$ cat config.mk
export PLATFORM = sky130hd
export DESIGN_NAME = tia_player_graphics_shifter
export DESIGN_NICKNAME = d
export VERILOG_FILES = /design/src/rtl/tia_graphics_pkg.sv /design/src/rtl/tia_graphics_serializer_channel.sv /design/src/rtl/tia_player_graphics_shifter.sv
export SDC_FILE = /design/constraint.sdc
export NUM_CORES = 1
export LEC_CHECK = 0
export ABC_AREA = 1
export CAP_MARGIN = 20
export CORE_MARGIN = 2
export CORE_UTILIZATION = 25
export CTS_CLUSTER_DIAMETER = 50
export CTS_CLUSTER_SIZE = 16
export DETAILED_ROUTE_END_ITERATION = 10
export PLACE_DENSITY = 0.43
export SYNTH_ARGS = -nofsm -noshare
export SYNTH_HDL_FRONTEND = slang
export SYNTH_SLANG_ARGS = --single-unit
$ cat constraint.sdc
create_clock -name clk -period 1.7 [get_ports clk]
set_input_delay 0.255 -clock clk [delete_from_list [all_inputs] [get_ports clk]]
set_output_delay 0.255 -clock clk [all_outputs]
set_load 0.03 [all_outputs]
$ cat src/rtl/tia_graphics_pkg.sv
// Shared constants and helpers for the TIA player graphics shifter.
package tia_graphics_pkg;

  localparam logic [1:0] SCALE_1 = 2'b00;
  localparam logic [1:0] SCALE_2 = 2'b01;
  localparam logic [1:0] SCALE_4 = 2'b10;
  localparam logic [1:0] SCALE_8 = 2'b11;

  // Number of clocks each pixel is held, minus one.
  function automatic logic [2:0] stretch_last(input logic [1:0] code);
    case (code)
      SCALE_1: return 3'd0;
      SCALE_2: return 3'd1;
      SCALE_4: return 3'd3;
      default: return 3'd7;
    endcase
  endfunction

  function automatic int idx_width(input int width);
    return (width <= 2) ? 1 : $clog2(width);
  endfunction

endpackage

$ cat src/rtl/tia_graphics_serializer_channel.sv
// One player channel: bit index, stretch counter, busy flag and pixel mux.
// Reflection is only built when TIA_GRAPHICS_REFLECT_EN is defined.
module tia_graphics_serializer_channel
  import tia_graphics_pkg::*;
#(
  parameter int WIDTH = 8
) (
  input  logic             clk,
  input  logic             reset_n,
  input  logic [WIDTH-1:0] sel,
  input  logic             refl,
  input  logic             start,
  input  logic [1:0]       scale,
  output logic             pix,
  output logic             busy
);

  localparam int            IW       = idx_width(WIDTH);
  localparam logic [IW-1:0] LAST_IDX = IW'(WIDTH - 1);

  logic [IW-1:0] idx_q, idx_d;
  logic [2:0]    cnt_q, cnt_d;
  logic [1:0]    scale_q, scale_d;
  logic          busy_q, busy_d;
  logic [IW-1:0] bit_sel;

  always_ff @(posedge clk or negedge reset_n) begin
    if (!reset_n) begin
      idx_q   <= '0;
      cnt_q   <= '0;
      scale_q <= SCALE_1;
      busy_q  <= 1'b0;
    end else begin
      idx_q   <= idx_d;
      cnt_q   <= cnt_d;
      scale_q <= scale_d;
      busy_q  <= busy_d;
    end
  end

  // A start always wins, so a start while busy restarts from bit 0.
  always_comb begin
    idx_d   = idx_q;
    cnt_d   = cnt_q;
    scale_d = scale_q;
    busy_d  = busy_q;
    if (start) begin
      idx_d   = '0;
      cnt_d   = '0;
      scale_d = scale;
      busy_d  = 1'b1;
    end else if (busy_q) begin
      if (cnt_q == stretch_last(scale_q)) begin
        cnt_d = '0;
        if (idx_q == LAST_IDX) begin
          idx_d  = '0;
          busy_d = 1'b0;
        end else begin
          idx_d = idx_q + IW'(1);
        end
      end else begin
        cnt_d = cnt_q + 3'd1;
      end
    end
  end

`ifdef TIA_GRAPHICS_REFLECT_EN
  assign bit_sel = refl ? idx_q : (LAST_IDX - idx_q);
`else
  logic unused_refl;
  assign unused_refl = refl;
  assign bit_sel     = LAST_IDX - idx_q;
`endif

  assign pix  = busy_q & sel[bit_sel];
  assign busy = busy_q;

endmodule

$ cat src/rtl/tia_player_graphics_shifter.sv
// TIA player graphics: new/old register pairs with cross-channel copy, feeding
// one serializer per channel. Optional reflection via TIA_GRAPHICS_REFLECT_EN.
module tia_player_graphics_shifter
  import tia_graphics_pkg::*;
#(
  parameter int WIDTH    = 8,
  parameter int CHANNELS = 2
) (
  input  logic                  clk,
  input  logic                  reset_n,
  input  logic [WIDTH-1:0]      d,
  input  logic [CHANNELS-1:0]   wr,
  input  logic [CHANNELS-1:0]   vdel,
  input  logic [CHANNELS-1:0]   refl,
  input  logic [CHANNELS-1:0]   start,
  input  logic [2*CHANNELS-1:0] scale,
  output logic [CHANNELS-1:0]   pix,
  output logic [CHANNELS-1:0]   busy
);

  logic [WIDTH-1:0] gfx_new_q [CHANNELS];
  logic [WIDTH-1:0] gfx_new_d [CHANNELS];
  logic [WIDTH-1:0] gfx_old_q [CHANNELS];
  logic [WIDTH-1:0] gfx_old_d [CHANNELS];

  always_ff @(posedge clk or negedge reset_n) begin
    if (!reset_n) begin
      gfx_new_q <= '{default: '0};
      gfx_old_q <= '{default: '0};
    end else begin
      gfx_new_q <= gfx_new_d;
      gfx_old_q <= gfx_old_d;
    end
  end

  // Old copies always take the pre-edge new value of the neighbouring channel.
  always_comb begin
    gfx_new_d = gfx_new_q;
    gfx_old_d = gfx_old_q;
    for (int k = 0; k < CHANNELS; k++) begin
      if (wr[k]) begin
        gfx_new_d[k]                  = d;
        gfx_old_d[(k + 1) % CHANNELS] = gfx_new_q[(k + 1) % CHANNELS];
      end
    end
  end

  for (genvar k = 0; k < CHANNELS; k++) begin : g_chan
    logic [WIDTH-1:0] sel;
    assign sel = vdel[k] ? gfx_old_q[k] : gfx_new_q[k];

    tia_graphics_serializer_channel #(
      .WIDTH (WIDTH)
    ) u_ser (
      .clk     (clk),
      .reset_n (reset_n),
      .sel     (sel),
      .refl    (refl[k]),
      .start   (start[k]),
      .scale   (scale[2*k +: 2]),
      .pix     (pix[k]),
      .busy    (busy[k])
    );
  end

endmodule
==> impl_metrics.ini, run 1 <==
[sta]
period_share_pct = 95.8
fmax_ghz = 0.614
maxSlewHeadroom_pct = 63.1
final-hold-violation-count = 0
slew_viol_final = 0
clock_skew_ns = 0.00303
finalWorstPathRequiredPeriod_ns = 1.63
worstMarginPinSlew_ns = 0.554
setup_violations = 0
hold_ws_ns = 0.476
setup_ws_ns = 0.0719
grt_setup_unrepaired = yes
final.setup.tns_ns = 0

[detailed_routing]
drcViolationCount = 0
routed_via_count = 2102
antenna_violating_nets_post_route = 0
vias_per_cell = 4.29
routed_wl_um = 5680
routedWlPerCell_um = 11.6
detail_route.iter0.violations = 42
drt_pass1_iterations = 4

[cts]
ctsHtreeMaxLevel = 2
cts_tree = done
cts.clk_slew.worst_paths_ns = 0.09
cts_root_buf = sky130_fd_sc_hd__clkbuf_8
clkLatencyLatePin_ns = 0.29
max-clock-path-buffers = 2
numClockSinks = 50
cts-buffers-inserted = 5

[placed_design]
final_hpwl_dp_um = 4130
finalWeightedCongestion = 0.742
dp_slack_ns = -0.107
dp_cells = 479
input_output_buffers = 23

[floorplanning]
initial_utilization_pct = 25.8
die_y_um = 105
rows = 36
io_pins = 26
core_area_um2 = 9820
fp.dieW_um = 105
fp.dieArea_um2 = 10900

[pwr]
p_per_area_nw_per_um2 = 931
worst_ir_drop_vdd_uv = 324
static-leakage-power_nw = 1.58
total_power_mw = 2.98

[synthesis]
synth-edff-count = 0
post_syn_instances = 327
average_size_of_a_mapped_cell_um2 = 7.74
synth-async-reset-ratio_pct = 100
synth.ff_latch_count = 50
synth_ff_type = sky130_fd_sc_hd__dfrtp_1
yosys_warnings = 0
netlist.area_leader.share_pct = 49.4
post_synth_num_cell_types = 20
synth_seq_area_share_pct = 49.4
synthTopCellsByArea = sky130_fd_sc_hd__dfrtp_1 49%, sky130_fd_sc_hd__nand2_1 16%, sky130_fd_sc_hd__inv_1 7.6%, sky130_fd_sc_hd__o21ai_0 7.5%, sky130_fd_sc_hd__nand3_1 6.7%
total_standard_cell_area_after_synthesis_um2 = 2530
most_area_hungry_cell_type_in_the_yosys_netlist = sky130_fd_sc_hd__dfrtp_1
synth.net_count = 355

[cells_and_area]
area_of_combinational_cells_with_multiple_inputs_um2 = 1130
sequential_cell_area_in_the_final_layout_um2 = 1250
num-fill-cells = 1122
area_delta_synth_final_pct = 26.4
final_nets = 386
antenna_fix_cells = 0
final_cell_count_no_fill = 490
final_layout_size_suffix_gt1_share_pct = 14.6

[setup_path]
crit-reg2reg-launch = g_chan[1].u_ser.idx_q[0]$_DFFE_PN0P_
worstPathRequired_ns = 1.44
crit_path_end_kind = output pin
cp_data_arrival_time_ns = 1.37
crit_path_max_fanout = 4
rr_endpoint = g_chan[1].u_ser.idx_q[1]$_DFFE_PN0P_
setup.reg_to_reg.worst_slack_ns = 0.29
worstSetupPathType = reg -> out
startpoint_type = flip-flop
worst_r2r_path_depth = 6

[grt]
grt_max_degree = 33
wire_length_of_the_first_global_routing_pass_um = 9700
grt_util_all_layers_pct = 10.9
grt_overflow = 0
first_global_vias = 2096
initial_antenna_violation_count = 0

[status]
run_status = finished clean

[hold_path]
hold_path.class = in -> async

[job]
maxCapViolCount = 0
==> repair_timing <==
item / in CTS / in global routing
resized for setup: 14 / 25
hold buffers: 1 / 0
endpoints found under the setup margin: 4 / 2
endpoints found under the hold margin: 18 / 0
gates cloned: 0 / 0
setup buffers: 4 / 0
pin swaps: 1 / 13
==> per-layer routing <==
metal	up-vias	part of all wire (%)	GRT usage (%)
met5	-	0	0
met4	0	0.86	3.14
met3	4	3.3	2.56
met2	28	45	17.5
met1	994	51	14.8
li1	1076	-	-
==> power by group <==
part	switching [mW]	total [mW]	internal [mW]
logic	0.470	0.850	0.380
clock network	0.376	0.691	0.315
registers	0.110	1.44	1.33
==> cells in the mapped netlist (3+ instances only) <==
library cell	n
sky130_fd_sc_hd__nor2_1	7
sky130_fd_sc_hd__clkbuf_1	4
sky130_fd_sc_hd__dfrtp_1	50
sky130_fd_sc_hd__o21ai_0	38
sky130_fd_sc_hd__ha_1	6
sky130_fd_sc_hd__nand4_1	3
sky130_fd_sc_hd__inv_1	51
sky130_fd_sc_hd__buf_4	6
sky130_fd_sc_hd__a21oi_1	4
sky130_fd_sc_hd__nand2_1	107
sky130_fd_sc_hd__nand2_2	4
sky130_fd_sc_hd__nand3_1	34
==> cell usage in the layout (no fill, tap or decap), drive strengths merged, types with 2 or more instances in the layout <==
| cell | Yosys | layout |
|---|---|---|
| nand3 | 34 | 34 |
| clkdlybuf4s50 | 0 | 16 |
| o21ai | 38 | 38 |
| clkbuf | 4 | 6 |
| nand3b | 3 | 3 |
| nor2 | 7 | 7 |
| ha | 6 | 6 |
| xor2 | 2 | 2 |
| buf | 8 | 15 |
| inv | 51 | 51 |
| dfrtp | 50 | 50 |
| xnor2 | 2 | 2 |
| a21oi | 4 | 4 |
| nor3 | 2 | 2 |
| nand2 | 111 | 111 |
| dlygate4sd2 | 0 | 4 |
| nand4 | 3 | 3 |
==> critical path, stage by stage (launching register included) <==
cell	delay [ns]
sky130_fd_sc_hd__dfrtp_2	0.45
sky130_fd_sc_hd__inv_4	0.10
sky130_fd_sc_hd__nand3_2	0.09
sky130_fd_sc_hd__nand3_2	0.09
sky130_fd_sc_hd__nand3_2	0.07
sky130_fd_sc_hd__a21oi_2	0.15
sky130_fd_sc_hd__buf_6	0.14
==> through the flow <==
step                util [%]  area, um2
finish                  32.6       3200
global route            32.6       3200
CTS                     31.4       3080
detailed placement      30.0       2950
global placement        30.0       2950
floorplan                  -       2530
==> area by class of cell <==
type,count,share of cell area (%)
Clock buffer,6,2.58
Inverter,51,6.14
Multi-Input combinational cell,214,35.2
Sequential cell,50,39.2
Tap cell,133,5.20
Timing Repair Buffer,36,11.7
==> cell families after synthesis <==
kind of cell    after synthesis  share of synthesized area, %
flops                        50                          49.4
simple gates                161                          27.4
fa+ha+maj                     6                          2.97
xor+xnor                      4                          1.38
compound gates               43                          8.55
buf+inv                      63                          10.2
==> worst max-delay path by stage <==
stage	slack, ns	cells after the start	end	startpoint
floorplan	0.40	6	pix[0]	g_chan[0].u_ser.idx_q[0]$_DFFE_PN0P_
detailed placement	-0.11	8	pix[0]	vdel[0]
global route	-0.04	6	pix[1]	g_chan[1].u_ser.idx_q[0]$_DFFE_PN0P_
global placement	-0.10	8	pix[0]	vdel[0]
finish	0.07	6	pix[1]	g_chan[1].u_ser.idx_q[0]$_DFFE_PN0P_
CTS	0.01	6	pix[0]	g_chan[0].u_ser.idx_q[0]$_DFFE_PN0P_
==> registers in the layout, indices dropped and copies added, names as in the netlist <==
signal and cells:
gfx_new_q 16, gfx_old_q 16, g_chan.u_ser.cnt_q 6, g_chan.u_ser.idx_q 6, g_chan.u_ser.scale_q 4, g_chan.u_ser.busy 2
(Power assumes the default switching activity.)
==> inputs of run 2 (changes only) <==
Settings changed: CORE_MARGIN 2 to 1.
==> run 2 against run 1 <==
Clock skew decreased by 0.0010 ns. Global-route usage increased by 0.81 points. Sequential share of layout area grew 0.092 points. Core utilization increased by 0.073 points. Clock power grew 1%. Routed wire length is 1.4% lower. Combinational power up 2%. Total power up 0.79%. Count of clock-buffer cells in the layout is the same.
==> impl_metrics.ini, run 2 (synthesis gave the netlist of run 1 again) <==
[cells_and_area]
reg_top3 = gfx_new_q x16, gfx_old_q x16
layout_commonest_cell = sky130_fd_sc_hd__nand2_1
sequential_cell_area_in_the_final_layout_um2 = 1250
final_layout_size_suffix_gt1_share_pct = 15.5
num-fill-cells = 1099
antenna_fix_cells = 0
area_delta_synth_final_pct = 26.1
area_of_combinational_cells_with_multiple_inputs_um2 = 1160
final_nets = 384
most-common-layout-cells = 107 x sky130_fd_sc_hd__nand2_1, 48 x sky130_fd_sc_hd__dfrtp_1, 47 x sky130_fd_sc_hd__inv_1

[detailed_routing]
routedWlPerCell_um = 11.5
detail_route.iter0.violations = 32
vias_per_cell = 4.30
drt_pass1_iterations = 4
routed_via_count = 2100
routed_wl_um = 5600
antenna_violating_nets_post_route = 0
drcViolationCount = 0

[sta]
finalWorstPathRequiredPeriod_ns = 1.65
fmax_ghz = 0.606
maxSlewHeadroom_pct = 80.4
slew_viol_final = 0
clock_skew_ns = 0.00203
setup_violations = 0
final.setup.tns_ns = 0
final-hold-violation-count = 0
period_share_pct = 97.1
worstMarginPinSlew_ns = 0.293
setup_ws_ns = 0.0500
grt_setup_unrepaired = yes
hold_ws_ns = 0.476

[setup_path]
crit_path_max_fanout = 4
startpoint_type = flip-flop
worstSetupPathType = reg -> out
cp_data_arrival_time_ns = 1.39
crit_path_end_kind = output pin
worstPathRequired_ns = 1.44

[cts]
clkLatencyLatePin_ns = 0.29
ctsHtreeMaxLevel = 2
cts.clk_slew.worst_paths_ns = 0.09
cts_root_buf = sky130_fd_sc_hd__clkbuf_8
numClockSinks = 50
cts_tree = done
cts-buffers-inserted = 5
max-clock-path-buffers = 2

[floorplanning]
core_area_um2 = 9770
fp.dieArea_um2 = 10500
rows = 36
die_y_um = 103
fp.dieW_um = 103
io_pins = 26
initial_utilization_pct = 25.9

[grt]
grt_max_degree = 51
first_global_vias = 2107
initial_antenna_violation_count = 0
wire_length_of_the_first_global_routing_pass_um = 9730
grt_util_all_layers_pct = 11.7
grt_overflow = 0

[hold_path]
hold_path.class = in -> async

[placed_design]
dp_slack_ns = -0.0815
final_hpwl_dp_um = 3870
finalWeightedCongestion = 0.757
input_output_buffers = 23

[pwr]
p_per_area_nw_per_um2 = 940
static-leakage-power_nw = 1.57
worst_ir_drop_vdd_uv = 306
total_power_mw = 3.00

[job]
maxCapViolCount = 0

[status]
run_status = finished clean
-- run 2: cell count changes in the layout (fill, tap and decap cells not counted), sizes merged --
| cell | previous run | this run |
|---|---|---|
| buf | 15 | 13 |
-- run 2: path summary, 6_finish.rpt --
kind | from | endpoint | slack [ns] | cells past startpoint
setup / recovery | g_chan[0].u_ser.idx_q[0]$_DFFE_PN0P_ | pix[0] | 0.05 | 6
hold / removal | reset_n | gfx_old_q[9]$_DFFE_PN0P_ | 0.48 | 3
setup reg to reg | g_chan[1].u_ser.idx_q[0]$_DFFE_PN0P_ | g_chan[1].u_ser.idx_q[1]$_DFFE_PN0P_ | 0.27 | 6
hold reg to reg | gfx_new_q[3]$_DFFE_PN0P_ | gfx_old_q[3]$_DFFE_PN0P_ | 0.48 | 2
max in group asynchronous | reset_n | g_chan[1].u_ser.idx_q[0]$_DFFE_PN0P_ | 0.97 | 3
min in group clk | gfx_new_q[3]$_DFFE_PN0P_ | gfx_old_q[3]$_DFFE_PN0P_ | 0.48 | 2
-- run 2: what timing repair did --
action	CTS	global route
setup endpoints to repair	4	2
gates cloned	0	0
setup buffers	4	0
hold endpoints to repair	50	0
resized for setup	12	33
pin swaps	1	11
hold buffers	1	0
-- run 2: critical path, cell delays in order, from the launching register on --
cell                      delay, ns
sky130_fd_sc_hd__dfrtp_2       0.45
sky130_fd_sc_hd__inv_4         0.09
sky130_fd_sc_hd__nand3_2       0.08
sky130_fd_sc_hd__nand3_2       0.07
sky130_fd_sc_hd__nand3_1       0.09
sky130_fd_sc_hd__a21oi_2       0.16
sky130_fd_sc_hd__buf_6         0.14
-- run 2: metrics by stage --
step | area [um2] | utilization, % | instances
after floorplan | 2530 | - | 327
after global placement | 2910 | 29.7 | 477
after detailed placement | 2910 | 29.7 | 477
after CTS | 3040 | 31.1 | 488
after global routing | 3190 | 32.7 | 488
final | 3190 | 32.7 | 488
-- run 2: cell type report --
type	count	share of cell area (%)
Inverter	51	6.15
Tap cell	133	5.21
Multi-Input combinational cell	214	36.3
Timing Repair Buffer	34	10.5
Sequential cell	50	39.3
Clock buffer	6	2.59
-- run 2: metal layers --
layer	wire length [um]	global-route usage, %	part of all wire (%)
met1	2900	16.7	52
met2	2470	18.1	44
met3	202	2.51	3.6
met4	31	2.97	0.55
met5	0	0	0
-- run 2: power breakdown --
part           internal [mW]  switching, mW
combinational          0.383          0.482
sequential              1.33          0.110
clock                  0.315          0.384
==> inputs of run 3 (changes only) <==
Clock period 1.7 ns to 1.66 ns, I/O delays scaled along.
==> run 3 against run 2 <==
Count of clock-buffer cells in the layout up 1. Total power up 0.64%. Via count up 1.0%. Setup slack worse by 0.037 ns. Sequential cell count unchanged. Combinational power down 0.5%. Clock skew up 0.0040 ns. Sequential power up 3%. Global-route usage up 0.20 points. Core utilization down 0.22 points.
==> impl_metrics.ini, run 3 (synthesis gave the netlist of run 1 again) <==
[status]
run_status = finished clean

[pwr]
seqPwrFrac_pct = 48.9
static-leakage-power_nw = 1.57
power_frac_clock_pct = 22.6
worst_ir_drop_vdd_uv = 332
intPower_mw = 2.04
power.switching_uw = 985
p_per_area_nw_per_um2 = 953
total_power_mw = 3.02
sw_frac_of_total_pct = 32.6
share_comb_of_total_power_pct = 28.5

[placed_design]
post_dp_cell_area_um2 = 2930
input_output_buffers = 23
finalWeightedCongestion = 0.731
dp_slack_ns = -0.142
dp_cells = 477
final_hpwl_dp_um = 3810

[detailed_routing]
drcViolationCount = 0
drt_pass1_iterations = 4
detail_route.iter0.violations = 35
vias_per_cell = 4.33
met3WireLength_um = 202
wl_met1_um = 2890
routed_via_count = 2122
routed_wl_um = 5650
wl_met2_um = 2500
routedWlPerCell_um = 11.5
antenna_violating_nets_post_route = 0
highest_routing_layer_actually_used = met4

[cells_and_area]
most-common-layout-cells = 107 x sky130_fd_sc_hd__nand2_1, 48 x sky130_fd_sc_hd__dfrtp_1, 47 x sky130_fd_sc_hd__inv_1
final_nets = 385
final_cell_count_no_fill = 490
antenna_fix_cells = 0
reg_top3 = gfx_new_q x16, gfx_old_q x16
layout_commonest_cell = sky130_fd_sc_hd__nand2_1
area_delta_synth_final_pct = 25.3
final_layout_size_suffix_gt1_share_pct = 14.0
final_cell_area_um2 = 3170

[grt]
grt_util_all_layers_pct = 11.9
first_global_vias = 2089
initial_antenna_violation_count = 0
grt_overflow = 0
grt_max_degree = 51
wire_length_of_the_first_global_routing_pass_um = 9740

[setup_path]
setup.reg_to_reg.worst_slack_ns = 0.23
crit_path_end_kind = output pin
worstSetupPathType = reg -> out
path_cells = buf_4 -> nand3_1 -> nand3_2 -> nand3_2 -> a21oi_2 -> buf_6
worstPathRequired_ns = 1.41
critical-path-top-cell-by-count = sky130_fd_sc_hd__nand3_2
cp_num_cells = 6
critical_path_s_top_delay_family = flip-flops
crit-reg2reg-launch = g_chan[1].u_ser.idx_q[0]$_DFFE_PN0P_
critical_path_launch_point = g_chan[1].u_ser.idx_q[0]$_DFFE_PN0P_
worst_r2r_path_depth = 6
crit_path_max_fanout = 5
critical-path-slowest-cell = sky130_fd_sc_hd__dfrtp_2
startpoint_type = flip-flop
cp_num_buf_inv = 2
worst_path_largest_cell_delay_ns = 0.44
cp_data_arrival_time_ns = 1.40

[sta]
clock_skew_ns = 0.00602
hold_ws_ns = 0.468
slew_viol_final = 0
finalWorstPathRequiredPeriod_ns = 1.65
final-hold-violation-count = 0
fmax_ghz = 0.607
period_share_pct = 99.2
setup_violations = 0
worstMarginPinSlew_ns = 0.298
grt_setup_unrepaired = yes
setup_ws_ns = 0.0135
maxSlewHeadroom_pct = 80.2

[floorplanning]
io_pins = 26
core_area_um2 = 9770
fp.dieW_um = 103
fp.dieArea_um2 = 10500
initial_utilization_pct = 25.9
rows = 36
die_y_um = 103

[cts]
cts_tree = done
cts-buffers-inserted = 5
cts_root_buf = sky130_fd_sc_hd__clkbuf_8
ctsHtreeMaxLevel = 2
max-clock-path-buffers = 2
clkLatencyLatePin_ns = 0.29
numClockSinks = 50
cts.clk_slew.worst_paths_ns = 0.09

[hold_path]
hold_path.class = in -> async

[job]
maxCapViolCount = 0
-- run 3: changes by cell type in the layout (fill, tap and decap cells not counted) --
cell,previous run,this run
sky130_fd_sc_hd__clkbuf_8,6,5
sky130_fd_sc_hd__clkbuf_1,0,2
sky130_fd_sc_hd__nand3_2,21,18
sky130_fd_sc_hd__buf_6,6,4
sky130_fd_sc_hd__buf_12,1,3
sky130_fd_sc_hd__nand3_4,2,0
sky130_fd_sc_hd__buf_4,5,6
sky130_fd_sc_hd__nand3_1,11,16
-- run 3: per-layer routing --
layer / global-route usage [%] / vias to the layer above
met5: 0 / -
met4: 3.30 / 0
met3: 2.37 / 5
met2: 19.5 / 24
met1: 16.1 / 1011
li1: - / 1082
-- run 3: cell type report --
cell class / count / area, um2
fill: 1084 / 6600
tap: 133 / 166
sequential: 50 / 1250
timing repair buffer: 35 / 360
multi-input combinational: 214 / 1120
clock buffer: 7 / 76.3
inverter: 51 / 196
-- run 3: repair_timing --
item,CTS,global route
setup endpoints to repair,4,2
hold buffers,1,0
setup buffers,4,1
resized for setup,26,10
pin swaps,9,8
endpoints found under the hold margin,50,0
-- run 3: power groups by stage --
stage	Clock (mW)	Sequential [mW]	Combinational, mW
after global routing	0.780	1.50	0.988
after detailed placement	0	1.50	0.718
after CTS	0.730	1.48	0.832
after floorplan	0	1.47	0.521
after global placement	0	1.50	0.713
final	0.683	1.48	0.861
-- run 3: worst paths after layout --
| kind | endpoint |
|---|---|
| worst max-delay path | pix[1] |
| worst min-delay path | gfx_old_q[15]$_DFFE_PN0P_ |
| worst max register to register | g_chan[1].u_ser.idx_q[1]$_DFFE_PN0P_ |
| worst min register to register | gfx_old_q[15]$_DFFE_PN0P_ |
| max in group asynchronous | g_chan[1].u_ser.idx_q[0]$_DFFE_PN0P_ |
| min in group clk | gfx_old_q[15]$_DFFE_PN0P_ |
-- run 3: worst register-to-register path: stages, from the launching register on --
cell and delay, ns:
sky130_fd_sc_hd__dfrtp_2 0.46, sky130_fd_sc_hd__buf_4 0.16, sky130_fd_sc_hd__ha_1 0.19, sky130_fd_sc_hd__ha_1 0.21, sky130_fd_sc_hd__nor3b_1 0.18, sky130_fd_sc_hd__nand3_1 0.10
sky130_fd_sc_hd__nand2_1 0.07
-- run 3: through the flow --
stage / TNS (ns) / util [%]
2_1_floorplan: 0 / -
3_3_place_gp: -0.313 / 30.0
3_5_place_dp: -0.283 / 30.0
4_1_cts: -0.0534 / 31.9
5_1_grt: -0.107 / 32.5
6_report: 0 / 32.5
